===== src/rtl/binary_to_bcd_converter.sv =====
`timescale 1ns/1ps
`default_nettype none
// ============================================================================
// Module      : binary_to_bcd_converter
// Description : Sequential double-dabble (shift-and-add-3) converter. Turns an
//               unsigned binary value into packed BCD digits for the
//               multiplexed seven-segment controller. It converts one bit
//               per clock and uses a start/busy/done handshake.
// Revision    : 1.0 - initial release
// ----------------------------------------------------------------------------
// Parameters
//   INPUT_WIDTH : width of the binary input (1..32)
//   NUM_DIGITS  : number of BCD digits produced (1..8)
// Ports
//   clock    in   system clock; all logic is on the rising edge
//   resetN   in   asynchronous, active-low reset
//   start    in   conversion request; sampled only while idle
//   binary   in   unsigned value; captured on the edge that accepts start
//   busy     out  high while a conversion is in progress (SHIFT or DONE)
//   done     out  one-cycle pulse; data/overflow have just been updated
//   overflow out  the last conversion exceeded 10^NUM_DIGITS - 1
//   data     out  packed BCD; digit 0 is bits [3:0] (least significant)
// ============================================================================
module binary_to_bcd_converter #(
    parameter int INPUT_WIDTH = 27,
    parameter int NUM_DIGITS  = 8
) (
    input  logic                      clock,
    input  logic                      resetN,
    input  logic                      start,
    input  logic [INPUT_WIDTH-1:0]    binary,
    output logic                      busy,
    output logic                      done,
    output logic                      overflow,
    output logic [NUM_DIGITS*4-1:0]   data
);

    localparam int c_bcd_w = NUM_DIGITS * 4;
    // The counter only has to reach INPUT_WIDTH-1. A 1-bit input still
    // needs a 1-bit counter.
    localparam int c_cnt_w = (INPUT_WIDTH > 1) ? $clog2(INPUT_WIDTH) : 1;
    localparam logic [c_cnt_w-1:0] c_last_cnt = c_cnt_w'(INPUT_WIDTH - 1);

    typedef enum logic [1:0] {
        S_IDLE  = 2'd0,
        S_SHIFT = 2'd1,
        S_DONE  = 2'd2
    } state_t;

    state_t                   r_state;
    state_t                   w_state_next;
    logic                     w_accept;
    logic                     w_last_shift;

    logic [INPUT_WIDTH-1:0]   r_bin;
    logic [c_bcd_w-1:0]       r_bcd;
    logic                     r_ovf_sticky;
    logic [c_cnt_w-1:0]       r_cnt;

    logic [c_bcd_w-1:0]       w_corr;
    logic [c_bcd_w-1:0]       w_bcd_shifted;
    logic [INPUT_WIDTH-1:0]   w_bin_shifted;
    logic                     w_ovf_total;

    // ------------------------------------------------------------------
    // State register
    // ------------------------------------------------------------------
    always_ff @(posedge clock or negedge resetN) begin
        if (!resetN) begin
            r_state <= S_IDLE;
        end else begin
            r_state <= w_state_next;
        end
    end

    // ------------------------------------------------------------------
    // Next-state logic
    // ------------------------------------------------------------------
    always_comb begin
        w_state_next = r_state;
        w_accept     = 1'b0;
        w_last_shift = 1'b0;
        case (r_state)
            S_IDLE: begin
                if (start) begin
                    w_accept     = 1'b1;
                    w_state_next = S_SHIFT;
                end
            end
            S_SHIFT: begin
                if (r_cnt == c_last_cnt) begin
                    w_last_shift = 1'b1;
                    w_state_next = S_DONE;
                end
            end
            S_DONE: begin
                // A start seen here is ignored on purpose; the host has to
                // wait for idle.
                w_state_next = S_IDLE;
            end
            default: begin
                w_state_next = S_IDLE;
            end
        endcase
    end

    // ------------------------------------------------------------------
    // Add-3 correction. Each digit is corrected on its own, and no carry
    // passes between digits. A digit >= 5 would become >= 10 after the
    // shift, so adding 3 first makes the shift carry into the next digit.
    // ------------------------------------------------------------------
    for (genvar i = 0; i < NUM_DIGITS; i++) begin : g_digit
        assign w_corr[i*4 +: 4] = (r_bcd[i*4 +: 4] >= 4'd5)
                                  ? (r_bcd[i*4 +: 4] + 4'd3)
                                  : r_bcd[i*4 +: 4];
    end

    // After correction, bit 3 of the top digit is the bit about to leave
    // the scratch. Any 1 there means the value cannot be shown in
    // NUM_DIGITS digits.
    assign w_ovf_total   = r_ovf_sticky | w_corr[c_bcd_w-1];
    assign w_bcd_shifted = {w_corr[c_bcd_w-2:0], r_bin[INPUT_WIDTH-1]};
    assign w_bin_shifted = r_bin << 1;

    // ------------------------------------------------------------------
    // Datapath. The scratch registers run every SHIFT cycle. The visible
    // outputs load only on the final shift, so the display never shows a
    // partial result.
    // ------------------------------------------------------------------
    always_ff @(posedge clock or negedge resetN) begin
        if (!resetN) begin
            r_bin        <= '0;
            r_bcd        <= '0;
            r_ovf_sticky <= 1'b0;
            r_cnt        <= '0;
            data         <= '0;
            overflow     <= 1'b0;
        end else begin
            if (w_accept) begin
                r_bin        <= binary;
                r_bcd        <= '0;
                r_ovf_sticky <= 1'b0;
                r_cnt        <= '0;
            end else if (r_state == S_SHIFT) begin
                r_bin        <= w_bin_shifted;
                r_bcd        <= w_bcd_shifted;
                r_ovf_sticky <= w_ovf_total;
                r_cnt        <= r_cnt + c_cnt_w'(1);
                if (w_last_shift) begin
                    // On overflow, load all 4'hF digits so the display
                    // shows a blank/error pattern instead of wrong digits.
                    data     <= w_ovf_total ? {c_bcd_w{1'b1}} : w_bcd_shifted;
                    overflow <= w_ovf_total;
                end
            end
        end
    end

    // Both outputs are decoded from the state register. An asynchronous
    // reset therefore clears them at once, with no extra flops.
    assign busy = (r_state != S_IDLE);
    assign done = (r_state == S_DONE);

endmodule
`default_nettype wire

===== config.mk =====
export PLATFORM = sky130hd
export DESIGN_NAME = binary_to_bcd_converter
export DESIGN_NICKNAME = d
export VERILOG_FILES = /design/src/rtl/binary_to_bcd_converter.sv
export SDC_FILE = /design/constraint.sdc
export NUM_CORES = 1
export LEC_CHECK = 0
export ABC_AREA = 1
export ABC_CLOCK_PERIOD_IN_PS = 3800
export CORE_MARGIN = 5
export CORE_UTILIZATION = 59
export CTS_CLUSTER_DIAMETER = 40
export CTS_CLUSTER_SIZE = 25
export DETAILED_ROUTE_END_ITERATION = 7
export PLACE_DENSITY_LB_ADDON = 0.12
export SYNTH_ARGS = -nofsm -noshare
export SYNTH_HDL_FRONTEND = slang
export SYNTH_SLANG_ARGS = --single-unit

===== constraint.sdc =====
create_clock -name clock -period 3.8 [get_ports clock]
set_input_delay 0.38 -clock clock [delete_from_list [all_inputs] [get_ports clock]]
set_output_delay 0.38 -clock clock [all_outputs]
set_load 0.05 [all_outputs]

==> results_dict.tcl, run 1 <==
set metrics [dict create \
    finalSetupViolCount 0 \
    finalWirelength_um 10600 \
    cp-start-kind "flop" \
    layout_commonest_cell "nand2_1" \
    netlist_instances 595 \
    max_cap_violations 0 \
    nFillCells 612 \
    timing.fmax_mhz 394 \
    drtAntennaViolNets 0 \
    crit_path_end_kind "flop" \
    p_sw_share_pct 45.8 \
    grt_max_degree 85 \
    cp_max_fo 55 \
    final_layout_size_suffix_gt1_share_pct 4.43 \
    status "finished, final reports clean" \
    cts_sinks 100 \
    clock_latency_ns 0.38 \
    relSlewSlack_pct 29.8 \
    startpoint "r_state[1]" \
    grt_pass1_vias 4098 \
    syn_area_per_cell_um2 8.21 \
    core_area_um2 8130 \
    power_frac_comb_pct 50.7 \
    nNetsFinal 698 \
    rrSetupSlack_ns 1.26 \
    final_cell_mix "nand2_1, dfrtp_1, inv_1, clkdlybuf4s50_1, o21ai_0" \
    post_cts_buffers 0 \
    drt_iter0_markers 290 \
    p_clk_share_pct 15.4 \
    r2r-end "r_bin[24]" \
    seqCellArea_um2 2500 \
    path_clk_slew_ns 0.10 \
    routabilityCongestion 0.832 \
    power_density_nw_per_um2 915 \
    ys_seq_area_share_pct 51.2 \
    antenna_cells 0 \
    cts_hold_buf 0 \
    die_y_um 101 \
    dieArea_um2 10200 \
    wl_per_cell_um 14.0 \
    tns_ns 0 \
    arrival_ns 2.75 \
    synthesis.nets 643 \
    maxSlewViolCount 0 \
    netlist_top_cells_area "dfrtp_1, nand2_1, inv_1" \
    vias 4082 \
    period_minus_slack_ns 2.54 \
    worstPathRequired_ns 4.01 \
    finalClockSkew_ns 0.0141 \
    leakage_nw 2.78 \
    rsz0062_at_grt "no" \
    min_path_type "in2async" \
    syn_area_um2 4890 \
    grt_overflow 0 \
    ir_worst_vdd_uv 457 \
    numPortBuffers 64 \
    rows 33 \
    synth-seq-cells 100 \
    start_util_pct 60.1 \
    yosysWarnings 0 \
    numCtsBuffers 9 \
    period_share_pct 66.7 \
    cts_resized 0 \
    finalHoldViolations 0 \
    worst_r2r_path_depth 7 \
    tritoncts "done" \
    synth_top_cell_area_share_pct 51.2 \
    clockBufferDepth 2 \
    r2r-start "r_state[1]" \
    final_util_pct 71.3 \
    p_seq_share_pct 33.9 \
    hpwl_um 7220 \
    area_growth_pct 18.6 \
    ys_types 24 \
    ios 65 \
    yosys.area.top_type "dfrtp_1" \
    avgViaCountPerCell 5.38 \
    worstSetupPathType "reg2reg" \
    cts-root-buf "clkbuf_8" \
    h-tree-depth 3 \
    die_w_um 101 \
    grt_util_all_layers_pct 22.3 \
    internal_power_w 0.00288 \
    cp-endpoint "r_bin[24]" \
    drc 0 \
    antenna_found_initial 0 \
    p_switching_w 0.00243 \
    dr.pass1.iters 4 \
    grt_pass1_wl_um 18400 \
    timing_worst_slew_pin_value_ns 1.05 \
    multi_input_area_um2 1960 \
]
## worst max-delay path, stage by stage (launching register included)
cell	delay [ns]
dfrtp_1	0.42
nor2_4	0.29
inv_2	0.43
nand2_2	0.47
buf_4	0.47
inv_1	0.12
nand2_1	0.09
o211ai_1	0.08
## sequential cells by signal, indices dropped and copies added, names as in the netlist
register	count
r_ovf_sticky	1
r_cnt	5
r_bin	27
r_state	2
data	32
overflow	1
r_bcd	32
## synth_stat cells (all sizes together)
cell    count
o21ai      38
nand4      11
o221ai     24
o22ai      26
o211ai      1
nor2       39
clkbuf      6
dfrtp     100
a21oi       6
a22oi       1
nand2     207
inv        81
nand3      20
ha         18
buf        17
## worst min path at each step
stage / cells after the start / to / slack [ns] / startpoint
floorplan: 0 / data[0] / 0.08 / resetN
global placement: 2 / data[21] / 0.46 / data[21]
detailed placement: 2 / data[22] / 0.47 / data[22]
CTS: 1 / data[16] / 0.24 / resetN
global route: 1 / data[15] / 0.29 / resetN
finish: 1 / data[23] / 0.18 / resetN
## metrics by stage
stage	instance area [µm²]	setup slack (ns)	hold slack, ns	power, W	std cells
after CTS	5800	1.26	0.244	0.00531	759
after floorplan	4890	2.26	0.0844	0.00377	595
after global routing	5800	1.02	0.294	0.00574	759
after detailed placement	5560	1.27	0.467	0.00449	744
final	5800	1.26	0.178	0.00530	759
after global placement	5560	1.37	0.462	0.00437	744
## metal layers
layer,wire length (µm),share of wire [%],track usage (%),vias to the layer above
met1,4730,45,29.7,1950
met4,110,1.0,7.77,0
li1,-,-,-,2038
met5,0,0,0,-
met2,5280,50,37.3,84
met3,478,4.5,3.25,10
## power groups by stage
stage | Combinational (W) | Clock (W) | Sequential (W)
after detailed placement | 0.00268 | 0 | 0.00181
after global placement | 0.00258 | 0 | 0.00179
after floorplan | 0.00158 | 0 | 0.00219
after global routing | 0.00302 | 0.000866 | 0.00186
final | 0.00269 | 0.000816 | 0.00180
after CTS | 0.00270 | 0.000822 | 0.00179
## area by class of cell
class | instances | area share [%]
timing repair buffer | 67 | 11.4
inverter | 81 | 5.25
clock buffer | 10 | 2.37
multi-input combinational | 391 | 33.8
clock inverter | 5 | 1.73
tap | 105 | 2.27
sequential | 100 | 43.2
## cell families (layout without fill, tap and decap cells)
kind of cell | after synthesis | after routing | synth area share [%]
buf+inv | 104 | 163 | 8.76
fa+ha+maj | 18 | 18 | 4.61
compound gates | 96 | 96 | 12.5
flops | 100 | 100 | 51.2
simple gates | 277 | 277 | 22.9
(Power assumes the default switching activity.)
==> inputs of run 2 (changes only) <==
- ABC_CLOCK_PERIOD_IN_PS: 3800 -> 2600
- CORE_UTILIZATION: 59 -> 55
- clock period: 3.8 -> 2.6 ns (I/O delays scaled with it)
==> run 2 against run 1 <==
Combinational power grew 48%. Clock skew fell by 0.0020 ns. Via count increased by 1.4%. Highest routed layer unchanged. Critical path depth fell by 4. Hold slack better by 0.27 ns. Final cell count is 1.1% higher.
==> results_dict.tcl, run 2 (synthesis results as in run 1) <==
set metrics [dict create \
    status "finished, final reports clean" \
    vias 4141 \
    power_density_nw_per_um2 1330 \
    path_clk_slew_ns 0.10 \
    dr.pass1.iters 5 \
    final_layout_size_suffix_gt1_share_pct 4.86 \
    clock_latency_ns 0.35 \
    cp_max_fo 3 \
    crit_cells 3 \
    routabilityCongestion 0.827 \
    finalClockSkew_ns 0.0121 \
    slowest_stage "clkdlybuf4s50_1" \
    final_util_pct 67.6 \
    drtAntennaViolNets 0 \
    startpoint "r_state[1]" \
    h-tree-depth 3 \
    dieArea_um2 10900 \
    grt.met3_usage_pct 4.53 \
    avgViaCountPerCell 5.40 \
    rrSetupSlack_ns 0.61 \
    crit_buf_inv 2 \
    cpPeakStageDelay_ns 0.85 \
    fin_ws_ns 0.489 \
    die_w_um 104 \
    grt_max_degree 55 \
    holdWs_ns 0.453 \
    hpwl_um 7690 \
    worst_r2r_path_depth 5 \
    top_usage_layer "met2" \
    wl_per_cell_um 14.0 \
    max_cap_violations 0 \
    reg_top3 "data x32, r_bcd x32, r_bin x27" \
    worstSetupPathType "reg2out" \
    cts_sinks 100 \
    ios 65 \
    start_util_pct 56.3 \
    nNetsFinal 703 \
    pre_cts_ws_ns 0.579 \
    timing_worst_slew_pin_value_ns 0.627 \
    cts_resized 0 \
    tritoncts "done" \
    use_met1_pct 26.4 \
    die_y_um 104 \
    worstPathRequired_ns 2.34 \
    antenna_cells 0 \
    clockBufferDepth 2 \
    finalSetupViolCount 0 \
    min_path_type "in2async" \
    tns_ns 0 \
    crit_chain "inv_1 > nor2_1 > clkdlybuf4s50_1" \
    rsz0062_at_grt "no" \
    r2r-start "r_state[1]" \
    relSlewSlack_pct 58.1 \
    area_growth_pct 20.0 \
    seqCellArea_um2 2500 \
    grt_overflow 0 \
    rows 34 \
    antenna_found_initial 0 \
    maxSlewViolCount 0 \
    core_area_um2 8680 \
    nFillCells 744 \
    cp_top_family "buffers and inverters" \
    finalHoldViolations 0 \
    finalWirelength_um 10700 \
    ir_worst_vdd_uv 622 \
    period_minus_slack_ns 2.11 \
    layout_commonest_cell "nand2_1" \
    arrival_ns 1.85 \
    leakage_nw 2.81 \
    numCtsBuffers 9 \
    cp-start-kind "flop" \
    period_share_pct 81.2 \
    crit_path_end_kind "output pin" \
    drt_iter0_markers 203 \
    numPortBuffers 64 \
    timing.fmax_mhz 474 \
    final_cell_mix "nand2_1, dfrtp_1, inv_1, clkdlybuf4s50_1, o21ai_0" \
    met2_usage_pct 35.5 \
    grt_pass1_vias 4286 \
    drc 0 \
    cp-endpoint "done" \
    grt_util_all_layers_pct 20.8 \
    grt_pass1_wl_um 19200 \
    cts-root-buf "clkbuf_8" \
    multi_input_area_um2 1960 \
    r2r-end "r_bin[5]" \
]
## run 2: cell type report
type | instances | area share [%]
clock inverter | 4 | 1.66
timing repair buffer | 72 | 12.4
multi-input combinational | 391 | 33.4
sequential | 100 | 42.7
tap | 108 | 2.30
inverter | 81 | 5.18
clock buffer | 11 | 2.41
## run 2: stage by stage
step                instance area (µm²)  instances  power, W
floorplan                          4890        595   0.00551
global placement                   5620        751   0.00646
detailed placement                 5620        751   0.00664
CTS                                5870        767   0.00783
global route                       5870        767   0.00848
finish                             5870        767   0.00779
## run 2: repair_timing
item,CTS,global route
hold buffers,1,0
setup buffers,0,0
hold endpoints to repair,46,0
## run 2: metal layers
layer  up-vias  share of wire (%)
li1       2047                  -
met1      1971                 44
met4         0                1.2
met5         -                  0
met2       108                 50
met3        15                4.2
## run 2: worst min-delay path by stage
stage	from	endpoint	slack, ns	cells after the start
final	resetN	overflow	0.45	2
after global placement	resetN	data[15]	0.31	1
after detailed placement	resetN	overflow	0.32	1
after CTS	resetN	overflow	0.47	2
after global routing	binary[4]	r_bin[4]	0.48	3
after floorplan	resetN	data[0]	-0.04	0
## run 2: report_power, final
group          leakage (nW)  internal [W]  switching (W)
sequential             1.14       0.00224       0.000385
combinational          1.55       0.00134        0.00265
clock                 0.116      0.000661       0.000513
==> inputs of run 3 (changes only) <==
- ABC_CLOCK_PERIOD_IN_PS: 2600 -> 1910
- CORE_UTILIZATION: 55 -> 50
- clock period: 2.6 -> 1.91 ns (I/O delays scaled with it)
==> run 3 against run 2 <==
Flip-flop and latch count is the same. Critical path depth shrank 2. Final cell count grew 4.4%. Non-clock buffer count grew 8. Sequential power grew 35%. Count of clock-buffer cells in the layout grew 2. Clock skew shrank 0.0045 ns. Register-to-register slack lost 0.41 ns. Global-route usage shrank 2.3 points.
==> results_dict.tcl, run 3 (synthesis results as in run 1) <==
set metrics [dict create \
    timing_worst_slew_pin_value_ns 0.518 \
    crit_path_end_kind "output pin" \
    p_total_w 0.0104 \
    max_cap_violations 0 \
    dieArea_um2 11900 \
    numCtsBuffers 9 \
    clock_latency_ns 0.36 \
    relSlewSlack_pct 65.4 \
    leakage_nw 2.84 \
    antenna_cells 0 \
    worst_r2r_path_depth 12 \
    rsz0062_at_grt "no" \
    final_layout_size_suffix_gt1_share_pct 6.29 \
    placed_area_um2 5690 \
    period_minus_slack_ns 1.76 \
    clockBufferDepth 2 \
    grt_util_all_layers_pct 18.5 \
    finalWirelength_um 10300 \
    area_growth_pct 21.0 \
    timing.fmax_mhz 568 \
    p_clk_share_pct 13.6 \
    reg_top3 "data x32, r_bcd x32, r_bin x27" \
    final_cell_mix "nand2_1, dfrtp_1, inv_1, clkdlybuf4s50_1, o21ai_0" \
    cts-root-buf "clkbuf_8" \
    grt_overflow 0 \
    instances_no_fill 801 \
    routabilityCongestion 0.821 \
    r2r-start "r_bcd[28]" \
    p_seq_share_pct 34.3 \
    h-tree-depth 3 \
    nNetsFinal 711 \
    finalClockSkew_ns 0.00758 \
    power_frac_comb_pct 52.1 \
    antenna_found_initial 0 \
    dr.pass1.iters 4 \
    cpPeakStageDelay_ns 0.82 \
    arrival_ns 1.57 \
    finalHoldViolations 0 \
    cp_top_family "buffers and inverters" \
    vias 4079 \
    drt_iter0_markers 161 \
    rrSetupSlack_ns 0.20 \
    p_switching_w 0.00475 \
    wl_per_cell_um 12.8 \
    path_clk_slew_ns 0.09 \
    cp_max_fo 2 \
    cp-start-kind "flop" \
    avgViaCountPerCell 5.09 \
    slowest_stage "clkdlybuf4s50_1" \
    rows 36 \
    cts_sinks 100 \
    maxSlewViolCount 0 \
    ios 65 \
    tns_ns 0 \
    min_path_type "in2async" \
    crit_chain "clkdlybuf4s50_1" \
    start_util_pct 50.7 \
    status "finished, final reports clean" \
    ir_worst_vdd_uv 596 \
    p_sw_share_pct 45.8 \
    period_share_pct 92.1 \
    r2r-end "data[19]" \
    internal_power_w 0.00562 \
    die_w_um 109 \
    worstPathRequired_ns 1.72 \
    finalSetupViolCount 0 \
    grt_pass1_vias 3974 \
    holdWs_ns 0.345 \
    worstSetupPathType "reg2out" \
    layout_commonest_cell "nand2_1" \
    grt_pass1_wl_um 17800 \
    grt_max_degree 41 \
    power_density_nw_per_um2 1750 \
    nFillCells 898 \
    hpwl_um 7510 \
    drc 0 \
    tritoncts "done" \
    fin_area_um2 5910 \
    die_y_um 109 \
    crit_buf_inv 1 \
    core_area_um2 9640 \
    drtAntennaViolNets 0 \
    place_inst 784 \
    numPortBuffers 64 \
]
-- run 3: area by class of cell --
type	count	area, µm²	share of cell area (%)
inverter	81	304	5.14
timing repair buffer	80	769	13.0
sequential	100	2500	42.3
clock buffer	13	169	2.86
clock inverter	3	43.8	0.740
multi-input combinational	391	1960	33.1
tap	133	166	2.81
-- run 3: routing by layer --
metal | routed length (µm) | vias up | track usage [%]
met1 | 4810 | 1921 | 24.1
met5 | 0 | - | 0
met3 | 376 | 16 | 2.49
li1 | - | 2065 | -
met4 | 189 | 0 | 7.57
met2 | 4900 | 77 | 31.1
-- run 3: per-stage QoR --
stage	worst slack, ns	utilization (%)
after CTS	0.128	61.4
final	0.150	61.4
after floorplan	0.366	-
after global routing	0.00841	61.4
after detailed placement	0.209	59.1
after global placement	0.302	59.1
-- run 3: power by group through the flow --
stage	clock network, W	registers [W]	logic, W
2_1_floorplan	0	0.00435	0.00315
3_3_place_gp	0	0.00357	0.00528
3_5_place_dp	0	0.00360	0.00543
4_1_cts	0.00146	0.00356	0.00544
5_1_grt	0.00154	0.00367	0.00611
6_report	0.00141	0.00356	0.00540
-- run 3: worst max-delay path by stage --
stage	from	endpoint	slack (ns)	depth (start not counted)
floorplan	r_bcd[28]	data[10]	0.37	12
global placement	r_bcd[28]	data[18]	0.30	12
detailed placement	r_bcd[28]	data[15]	0.21	12
CTS	data[1]	data[1]	0.13	1
global route	r_bcd[28]	data[17]	0.008	12
finish	data[1]	data[1]	0.15	1
-- run 3: repair_timing --
action / CTS / global route
hold buffers: 1 / 0
setup buffers: 0 / 0
gates resized for setup: 1 / 0
setup endpoints to repair: 1 / 0
hold endpoints to repair: 36 / 0
